$ cat src/rtl/uart_rx_param.sv
// -----------------------------------------------------------------------------
// uart_rx_param
//
// Parametrised UART receiver. The asynchronous serial line is synchronised,
// start bits are qualified at mid-bit (short low pulses are rejected as
// glitches), data bits are sampled at the centre of each bit period (LSB
// first) and the finished word is handed to the consumer over a four-phase
// REQ/ACK handshake. Framing errors, an optional parity check and a sticky
// overrun flag are reported alongside the word.
//
// Optional feature macro:
//   UART_RX_PARITY_EN  - when defined, one parity bit is expected between the
//                        last data bit and the stop bit and is checked against
//                        PARITY_ODD. When undefined, frames are DATA_BITS+2 bits
//                        long and PAR_ERR is tied to 0.
//
// Parameters:
//   CLKS_PER_BIT  clk cycles per bit period (4..65535)
//   DATA_BITS     data bits per frame (5..8)
//   PARITY_ODD    0 = even parity, 1 = odd parity (parity build only)
//
// Ports:
//   clk        system clock, all logic on its rising edge
//   clr        synchronous active-high reset
//   RCV        asynchronous serial input, idle high
//   RCV_ACK    consumer acknowledge
//   RCV_REQ    data-valid request, held until RCV_ACK is seen
//   RCV_DATA   received word, LSB is the first bit on the line
//   FRAME_ERR  stop bit was sampled low for the delivered word
//   PAR_ERR    parity mismatch for the delivered word
//   OVERRUN    sticky: a finished frame was dropped because the previous
//              word was still unacknowledged; clears when RCV_REQ falls
// -----------------------------------------------------------------------------
module uart_rx_param #(
    parameter int CLKS_PER_BIT = 16,
    parameter int DATA_BITS    = 8,
    parameter int PARITY_ODD   = 0
) (
    input  logic                 clk,
    input  logic                 clr,
    input  logic                 RCV,
    input  logic                 RCV_ACK,
    output logic                 RCV_REQ,
    output logic [DATA_BITS-1:0] RCV_DATA,
    output logic                 FRAME_ERR,
    output logic                 PAR_ERR,
    output logic                 OVERRUN
);

    // -------------------------------------------------------------------------
    // Parameter sanity: refuse to elaborate an illegal configuration rather
    // than silently building a receiver with truncated counters.
    // -------------------------------------------------------------------------
    if (CLKS_PER_BIT < 4 || CLKS_PER_BIT > 65535) begin : g_bad_clks_per_bit
        $error("uart_rx_param: CLKS_PER_BIT must be in 4..65535");
    end
    if (DATA_BITS < 5 || DATA_BITS > 8) begin : g_bad_data_bits
        $error("uart_rx_param: DATA_BITS must be in 5..8");
    end
    if (PARITY_ODD != 0 && PARITY_ODD != 1) begin : g_bad_parity_odd
        $error("uart_rx_param: PARITY_ODD must be 0 or 1");
    end

    // -------------------------------------------------------------------------
    // Derived constants
    // -------------------------------------------------------------------------
    localparam int CNT_W = $clog2(CLKS_PER_BIT);
    localparam int IDX_W = $clog2(DATA_BITS);

    // The baud counter starts at 0 on entry to each state, so the sample is
    // taken on the cycle the counter shows "period - 1".
    localparam logic [CNT_W-1:0] HALF_LAST = CNT_W'(CLKS_PER_BIT / 2 - 1);
    localparam logic [CNT_W-1:0] BIT_LAST  = CNT_W'(CLKS_PER_BIT - 1);
    localparam logic [IDX_W-1:0] IDX_LAST  = IDX_W'(DATA_BITS - 1);

    // Receiver states
    localparam logic [2:0] ST_IDLE   = 3'd0;
    localparam logic [2:0] ST_START  = 3'd1;
    localparam logic [2:0] ST_DATA   = 3'd2;
    localparam logic [2:0] ST_STOP   = 3'd3;
    localparam logic [2:0] ST_BREAK  = 3'd4;
`ifdef UART_RX_PARITY_EN
    localparam logic [2:0] ST_PARITY = 3'd5;
    localparam logic       ODD_BIT   = (PARITY_ODD != 0);
`endif

    // -------------------------------------------------------------------------
    // Two-stage synchroniser. Both stages reset to the idle (high) level so a
    // reset never looks like a start edge.
    // -------------------------------------------------------------------------
    logic sync_q1;
    logic sync_q2;
    logic rx_s;

    // NOTE: clocked state is written with non-blocking (<=) assignments so that
    // every register samples the pre-edge value of the others.
    always_ff @(posedge clk) begin
        if (clr) begin
            sync_q1 <= 1'b1;
            sync_q2 <= 1'b1;
        end else begin
            sync_q1 <= RCV;
            sync_q2 <= sync_q1;
        end
    end

    assign rx_s = sync_q2;

    // -------------------------------------------------------------------------
    // Receive FSM and shift path
    // -------------------------------------------------------------------------
    logic [2:0]           state_q,  state_d;
    logic [CNT_W-1:0]     cnt_q,    cnt_d;
    logic [IDX_W-1:0]     idx_q,    idx_d;
    logic [DATA_BITS-1:0] shift_q,  shift_d;
    logic                 deliver;   // stop bit sampled this cycle
    logic                 stop_bad;  // ... and it was low
`ifdef UART_RX_PARITY_EN
    logic                 par_q,    par_d;
`endif

    // NOTE: every signal written in this block gets a default first, so no
    // path leaves a value unassigned and no latch is inferred.
    always_comb begin
        state_d  = state_q;
        cnt_d    = cnt_q + 1'b1;
        idx_d    = idx_q;
        shift_d  = shift_q;
        deliver  = 1'b0;
        stop_bad = 1'b0;
`ifdef UART_RX_PARITY_EN
        par_d    = par_q;
`endif

        case (state_q)
            ST_IDLE: begin
                cnt_d = '0;
                if (!rx_s) begin
                    state_d = ST_START;
                end
            end

            ST_START: begin
                // Mid-start-bit check: a line that is already high again was
                // only a glitch.
                if (cnt_q == HALF_LAST) begin
                    cnt_d   = '0;
                    idx_d   = '0;
                    state_d = rx_s ? ST_IDLE : ST_DATA;
                end
            end

            ST_DATA: begin
                if (cnt_q == BIT_LAST) begin
                    cnt_d   = '0;
                    // Shift in from the top so the first bit ends up in bit 0.
                    shift_d = {rx_s, shift_q[DATA_BITS-1:1]};
                    if (idx_q == IDX_LAST) begin
`ifdef UART_RX_PARITY_EN
                        state_d = ST_PARITY;
`else
                        state_d = ST_STOP;
`endif
                    end else begin
                        idx_d = idx_q + 1'b1;
                    end
                end
            end

`ifdef UART_RX_PARITY_EN
            ST_PARITY: begin
                if (cnt_q == BIT_LAST) begin
                    cnt_d   = '0;
                    // XOR over data and parity must equal ODD_BIT.
                    par_d   = (^shift_q) ^ rx_s ^ ODD_BIT;
                    state_d = ST_STOP;
                end
            end
`endif

            ST_STOP: begin
                if (cnt_q == BIT_LAST) begin
                    cnt_d    = '0;
                    deliver  = 1'b1;
                    stop_bad = ~rx_s;
                    // A low stop bit means a break or a badly framed line:
                    // wait for idle before hunting for the next start bit.
                    state_d  = rx_s ? ST_IDLE : ST_BREAK;
                end
            end

            ST_BREAK: begin
                cnt_d = '0;
                if (rx_s) begin
                    state_d = ST_IDLE;
                end
            end

            default: begin
                cnt_d   = '0;
                state_d = ST_IDLE;
            end
        endcase
    end

    always_ff @(posedge clk) begin
        if (clr) begin
            state_q <= ST_IDLE;
            cnt_q   <= '0;
            idx_q   <= '0;
            shift_q <= '0;
        end else begin
            state_q <= state_d;
            cnt_q   <= cnt_d;
            idx_q   <= idx_d;
            shift_q <= shift_d;
        end
    end

`ifdef UART_RX_PARITY_EN
    always_ff @(posedge clk) begin
        if (clr) begin
            par_q <= 1'b0;
        end else begin
            par_q <= par_d;
        end
    end
`endif

    // -------------------------------------------------------------------------
    // Holding register and four-phase handshake.
    //
    // The holding register only accepts a word when the previous transfer has
    // fully completed (REQ low and ACK low). Otherwise the finished frame is
    // dropped and OVERRUN records the loss. Because the shift path above never
    // waits on this logic, reception carries on during a slow handshake.
    // -------------------------------------------------------------------------
    logic load;

    assign load = deliver && !RCV_REQ && !RCV_ACK;

    always_ff @(posedge clk) begin
        if (clr) begin
            RCV_REQ   <= 1'b0;
            RCV_DATA  <= '0;
            FRAME_ERR <= 1'b0;
            OVERRUN   <= 1'b0;
        end else begin
            if (RCV_REQ && RCV_ACK) begin
                RCV_REQ <= 1'b0;
                OVERRUN <= 1'b0;
            end

            if (load) begin
                RCV_DATA  <= shift_q;
                FRAME_ERR <= stop_bad;
                RCV_REQ   <= 1'b1;
            end else if (deliver) begin
                // Placed after the clear above so a drop on the very edge the
                // handshake completes is still recorded.
                OVERRUN <= 1'b1;
            end
        end
    end

`ifdef UART_RX_PARITY_EN
    always_ff @(posedge clk) begin
        if (clr) begin
            PAR_ERR <= 1'b0;
        end else if (load) begin
            PAR_ERR <= par_q;
        end
    end
`else
    assign PAR_ERR = 1'b0;
`endif

endmodule
$ cat config.mk
export PLATFORM = sky130hd
export DESIGN_NAME = uart_rx_param
export DESIGN_NICKNAME = d
export VERILOG_FILES = /design/src/rtl/uart_rx_param.sv
export SDC_FILE = /design/constraint.sdc
export NUM_CORES = 1
export LEC_CHECK = 0
export ABC_AREA = 1
export CORE_MARGIN = 1.5
export CORE_UTILIZATION = 30
export CTS_CLUSTER_SIZE = 28
export DETAILED_ROUTE_END_ITERATION = 8
export GPL_ROUTABILITY_DRIVEN = 0
export HOLD_SLACK_MARGIN = 0.1
export PLACE_DENSITY = 0.49
export SYNTH_ARGS = -nofsm -noshare
export SYNTH_HDL_FRONTEND = slang
export SYNTH_SLANG_ARGS = --single-unit
$ cat constraint.sdc
create_clock -name clk -period 1.6 [get_ports clk]
set_input_delay 0.32 -clock clk [delete_from_list [all_inputs] [get_ports clk]]
set_output_delay 0.32 -clock clk [all_outputs]
set_load 0.02 [all_outputs]
==> summary.md, run 1 <==
| Metric | Value |
|---|---|
| Critical path class | `reg -> out` |
| Setup repair after global routing missed its margin | `no` |
| Post-synth EDFFs | `0` |
| CP endpoint kind | `output pin` |
| Critical Path Start | `RCV_REQ` |
| Quantity of I/O buffers inserted on ports | `14` |
| Sequential area share after synthesis | `0.4339` |
| IO Pins | `16` |
| Maximum Capacitance Violations | `0` |
| Fin crit period | `1540 ps` |
| FF-to-FF path depth | `8` |
| Ys flop type | `dfxtp_1` |
| Antenna diode count | `0` |
| Final hold vios | `0` |
| Drt wl/cell | `9.689 um` |
| Final nets | `roughly 230` |
| H-tree depth | `2` |
| Worst setup path end | `RCV_REQ` |
| Distinct cells, synth | `25` |
| DIE WIDTH | `72.05 um` |
| Status | `finished clean` |
| Synth area leader | `dfxtp_1` |
| DR DRC count | `0` |
| Worst EP arrival | `1220 ps` |
| Post-synth top area share | `0.4339` |
| Final setup vio count | `0` |
| Flop and latch count out of synthesis | `31` |
| Critical path launch point type | `flop` |
| Total Wirelength | `2713 um` |
| Rows | `24` |
| Share of layout cells above drive strength 1 | `0.1228` |
| Core area | `0.004474 mm^2` |
| Clock Skew | `around 7.7 ps` |
| Mapped cell area | `0.001430 mm^2` |
| Initial antenna violation count | `0` |
| Power Dens Cells | `1264 mW/mm^2` |
| CP max FO | `2` |
| Critical R2R Capture | `idx_q[0]` |
| Hold Path Class | `reg -> reg` |
| DP HPWL | `1808 um` |
| CP Cell Sequence | `clkdlybuf4s50_1` |
| Area growth, synth to finish | `23.45%` |
| Worst-path clk slew | `60 ps` |
| DIE HEIGHT | `roughly 72 um` |
| Worst-skew pair later-pin latency | `280 ps` |
| Post-Synthesis Cells | `around 210` |
| Number of stages on the worst setup path | `1` |
| Buf+Inv Stages, Crit Path | `1` |
| Vias in the first global route | `1082` |
| Die ar. | `0.005190 mm^2` |
| Hold WS | `409.3 ps` |
| CP required | `1280 ps` |
| Largest net degree at the start of global routing | `23` |
| Achievable Freq | `between 600 and 700 MHz` |
| First-pass GRT wire length | `4781 um` |
| # fillers | `476` |
| Grt ovf | `0` |
| Clock Path Buffers | `2` |
| Ys async rst share | `0` |
| Drt pass-1 iters | `4` |
| Final TNS setup | `0 ps` |
| Pleak | `roughly 0.84 nW` |
| Avg Cell Area, Syn | `roughly 7 um^2` |
| CP max stage cell | `clkdlybuf4s50_1` |
| Most frequent cells in the layout | `nor2_1, nand2_1, dfxtp_1, inv_1, clkdlybuf4s50_1` |
| HP Start | `sync_q1` |
| Post-route ant nets | `0` |
| Initial Utilization | `0.3196` |
| RR Startpoint | `idx_q[0]` |
| Commonest non-fill, non-tap cell in the layout | `nor2_1` |
| Ys Warns | `0` |
| Post-layout util | `0.3946` |
| Largest cells by area after synthesis | `dfxtp_1, nor2_1, nand2_1` |
| Top cell family by delay on the critical path | `buffers and inverters` |
| Crit path largest cell delay | `600 ps` |
| Count of pins over their slew limit | `0` |
| Sink Count | `31` |
| Root cell of the clock tree | `clkbuf_8` |
| Dpl ws | `109.0 ps` |
| Net count after synthesis | `214` |
| Total GRT Usage | `0.1176` |
| Max IR drop VDD | `~0.00058 V` |
| Starting DRT DRC Count | `82` |
| Fin crit share | `0.9625` |
| Worst setup margin | `59.99 ps` |
| Vias | `1179` |
| CTS tree | `built` |
| Vias per cell | `4.211` |
| Reg2reg setup slack | `130 ps` |
| Inserted Clock Buffers | `5` |
sequential cells by signal (all words and copies together) (netlist names):
register   count
shift_q        8
RCV_DATA       8
RCV_REQ        1
OVERRUN        1
sync_q1        1
cnt_q          4
state_q        3
rx_s           1
FRAME_ERR      1
idx_q          3
worst reg2reg max path, cell delays in order, from the launching register on:
cell     delay, ps
dfxtp_1        320
ha_1           200
ha_1           180
inv_1           80
nand3_1        100
nand2_1         70
nand3_1        190
a21oi_1        180
nor2_1          50
through the flow:
step,cells,total power [mW],instance area (um^2)
2_1_floorplan,207,1.443,1430
6_report,280,2.232,1765
3_3_place_gp,271,1.587,1635
4_1_cts,279,2.245,1735
5_1_grt,280,2.410,1765
3_5_place_dp,271,1.572,1635
report_power, final:
group	internal (mW)	switching [mW]
sequential	0.845	0.0815
clock	0.392	0.278
combinational	0.233	0.402
how the worst min path moves through the flow:
| stage | depth (start not counted) | slack (ps) | end |
|---|---|---|---|
| after floorplan | 1 | 390 | OVERRUN |
| after global placement | 1 | 390 | rx_s |
| after detailed placement | 1 | 400 | rx_s |
| after CTS | 1 | 410 | rx_s |
| after global routing | 1 | 430 | rx_s |
| final | 1 | 410 | rx_s |
cell type report:
cell class | instances | area (um^2) | area share
multi-input combinational | 142 | 691.9 | 0.3919
sequential | 31 | 620.6 | 0.3515
timing repair buffer | 17 | 175.2 | 0.09922
inverter | 30 | 112.6 | 0.06378
clock buffer | 8 | 100.1 | 0.05670
tap | 52 | 65.06 | 0.03685
cells by family after synthesis:
family,synth area share
and+or+nand+nor,0.3727
buffers and inverters,0.1032
adders and majority gates,0.02625
AOI/OAI and AO/OA,0.05512
other,0.002622
DFF,0.4339
xor gates and xnor gates,0.006125
metal layers:
layer / GRT usage / share of wire
met5: 0 / 0
met4: 0.05031 / 0.013
met3: 0.03889 / 0.039
met2: 0.1564 / 0.40
met1: 0.1715 / 0.55
synth_stat cells, types with 2 or more instances:
cell / count
nand2_2: 5
dfxtp_1: 31
nand3_4: 2
nand2_1: 40
nor2_2: 4
o21ai_0: 10
a21oi_1: 3
nor2_1: 56
nand3_1: 9
or2_2: 2
ha_1: 3
buf_4: 2
inv_2: 2
inv_1: 27
what timing repair did:
action / 4_1_cts / 5_1_grt
setup endpoints to repair: 0 / 9
resized for setup: 0 / 3
hold buffers: 0 / 0
buffers inserted: 0 / 0
Power figures use the tool's default switching activity.
==> run 2, diff against run 1 <==
--- a/config.mk
+++ b/config.mk
@@ -6,13 +6,14 @@
 export NUM_CORES = 1
 export LEC_CHECK = 0
 export ABC_AREA = 1
+export ABC_CLOCK_PERIOD_IN_PS = 1600
 export CORE_MARGIN = 1.5
-export CORE_UTILIZATION = 30
+export CORE_UTILIZATION = 49
 export CTS_CLUSTER_SIZE = 28
 export DETAILED_ROUTE_END_ITERATION = 8
 export GPL_ROUTABILITY_DRIVEN = 0
 export HOLD_SLACK_MARGIN = 0.1
-export PLACE_DENSITY = 0.49
+export PLACE_DENSITY = 0.71
 export SYNTH_ARGS = -nofsm -noshare
 export SYNTH_HDL_FRONTEND = slang
 export SYNTH_SLANG_ARGS = --single-unit
==> run 2 against run 1 <==
Die area shrank 37%; worst hold slack better by 8.5 ps; via count is 5.9% higher; critical path type is now reg -> reg; worst setup slack improved by 79 ps.
==> summary.md, run 2 (same netlist as run 1, synthesis figures left out) <==
| Metric | Value |
|---|---|
| Grt ovf | `0` |
| Worst EP arrival | `around 1700 ps` |
| Final TNS setup | `0 ps` |
| Hold Path Cell Cnt | `1` |
| Sink Count | `31` |
| Total GRT Usage | `0.1645` |
| Final hold vios | `0` |
| Final setup vio count | `0` |
| Post-layout util | `0.6053` |
| Drt wl/cell | `10.09 um` |
| Quantity of I/O buffers inserted on ports | `14` |
| Total Wirelength | `2592 um` |
| Count of pins over their slew limit | `0` |
| Inserted Clock Buffers | `5` |
| DR DRC count | `0` |
| Largest net degree at the start of global routing | `23` |
| Power Dens Cells | `~1200 mW/mm^2` |
| CTS tree | `built` |
| Share of layout cells above drive strength 1 | `0.1195` |
| Root cell of the clock tree | `clkbuf_4` |
| Rows | `19` |
| DP Area | `0.001582 mm^2` |
| CTS Hold Bufs | `0` |
| Commonest non-fill, non-tap cell in the layout | `nor2_1` |
| # fillers | `roughly 260` |
| Clock Path Buffers | `2` |
| Multi-input gate area | `slightly below 700 um^2` |
| Post-Layout Cell Count | `257` |
| DP HPWL | `1763 um` |
| Worst-skew pair later-pin latency | `330 ps` |
| CP endpoint kind | `flop` |
| Pleak | `0.9593 nW` |
| Achievable Freq | `around 680 MHz` |
| Rel. slew slack | `0.5912` |
| CP required | `roughly 1900 ps` |
| DIE WIDTH | `between 50 and 60 um` |
| Vias per cell | `about 4.9` |
| Register Area | `620.6 um^2` |
| Die ar. | `approximately 0.0033 mm^2` |
| Placed cells | `248` |
| Starting DRT DRC Count | `55` |
| Clock Skew | `7.407 ps` |
| Initial antenna violation count | `0` |
| IO Pins | `16` |
| Maximum Capacitance Violations | `0` |
| Antenna diode count | `0` |
| Biggest regs | `RCV_DATA: 8 flops, shift_q: 8 flops, cnt_q: 4 flops` |
| FF-to-FF path depth | `9` |
| Worst-path clk slew | `90 ps` |
| Vias in the first global route | `993` |
| Critical path class | `reg -> reg` |
| Status | `finished clean` |
| DIE HEIGHT | `57.03 um` |
| Fin crit share | `0.9134` |
| Critical path launch point type | `flop` |
| CP max FO | `8` |
| Core area | `0.002758 mm^2` |
| First-pass GRT wire length | `4153 um` |
| Max IR drop VDD | `0.0009531 V` |
| Design area | `approximately 0.0017 mm^2` |
| Post-route ant nets | `0` |
| Final nets | `~230` |
| Initial Utilization | `0.5186` |
| Worst Max-Slew Pin Slew | `612.5 ps` |
| Most frequent cells in the layout | `nor2_1, nand2_1, dfxtp_1, inv_1, o21ai_0` |
| Area growth, synth to finish | `16.71%` |
| Hold Path Class | `reg -> reg` |
| Vias | `1248` |
| Drt pass-1 iters | `4` |
| H-tree depth | `2` |
| Setup repair after global routing missed its margin | `no` |
| Fin crit period | `1461 ps` |
run 2: metal layers:
| layer | routed length (um) | global-route usage | vias to the layer above |
|---|---|---|---|
| li1 | - | - | 665 |
| met1 | 1310 | 0.2068 | 549 |
| met2 | 1113 | 0.2529 | 32 |
| met3 | 156 | 0.07029 | 2 |
| met4 | 12 | 0.05980 | 0 |
| met5 | 0 | 0 | - |
run 2: area by class of cell:
type / instances / area share
timing repair buffer: 15 / 0.09595
inverter: 30 / 0.06747
clock buffer: 5 / 0.02249
sequential: 31 / 0.3718
clock inverter: 3 / 0.008996
tap: 31 / 0.02324
multi-input combinational: 142 / 0.4100
run 2: repair_timing:
item | 4_1_cts | 5_1_grt
endpoints found under the hold margin | 0 | 0
pin swaps | 0 | 0
endpoints found under the setup margin | 4 | 16
gates resized for setup | 4 | 9
setup buffers | 0 | 0
gates cloned | 0 | 1
run 2: power by group:
group,total [mW],switching (mW),internal [mW]
clock network,0.426,0.263,0.163
logic,0.626,0.409,0.217
registers,0.934,0.0896,0.844
run 2: critical path, cell delays in order, from the launching register on:
cell and delay [ps]:
dfxtp_1 410, ha_4 190, nand3_4 120, clkinv_1 80
nand2_2 60, inv_2 110, nand3_2 190, nand2_1 110
nand2_1 50, nor2_1 90
run 2: path summary, 6_finish.rpt:
path,from,end,slack [ps]
worst max-delay path,cnt_q[0],RCV_DATA[6],140
worst min-delay path,sync_q1,rx_s,420
worst min register to register,sync_q1,rx_s,420
worst max register to register,cnt_q[0],RCV_DATA[6],140
run 2: metrics by stage:
step | power (mW) | hold slack, ps | setup slack, ps
after floorplan | 1.443 | 389.1 | 240.6
final | 1.986 | 417.8 | 138.6
after global placement | 1.542 | 392.9 | -32.49
after detailed placement | 1.561 | 398.0 | -61.61
after global routing | 2.159 | 438.6 | 26.73
after CTS | 1.987 | 419.7 | 0.006439
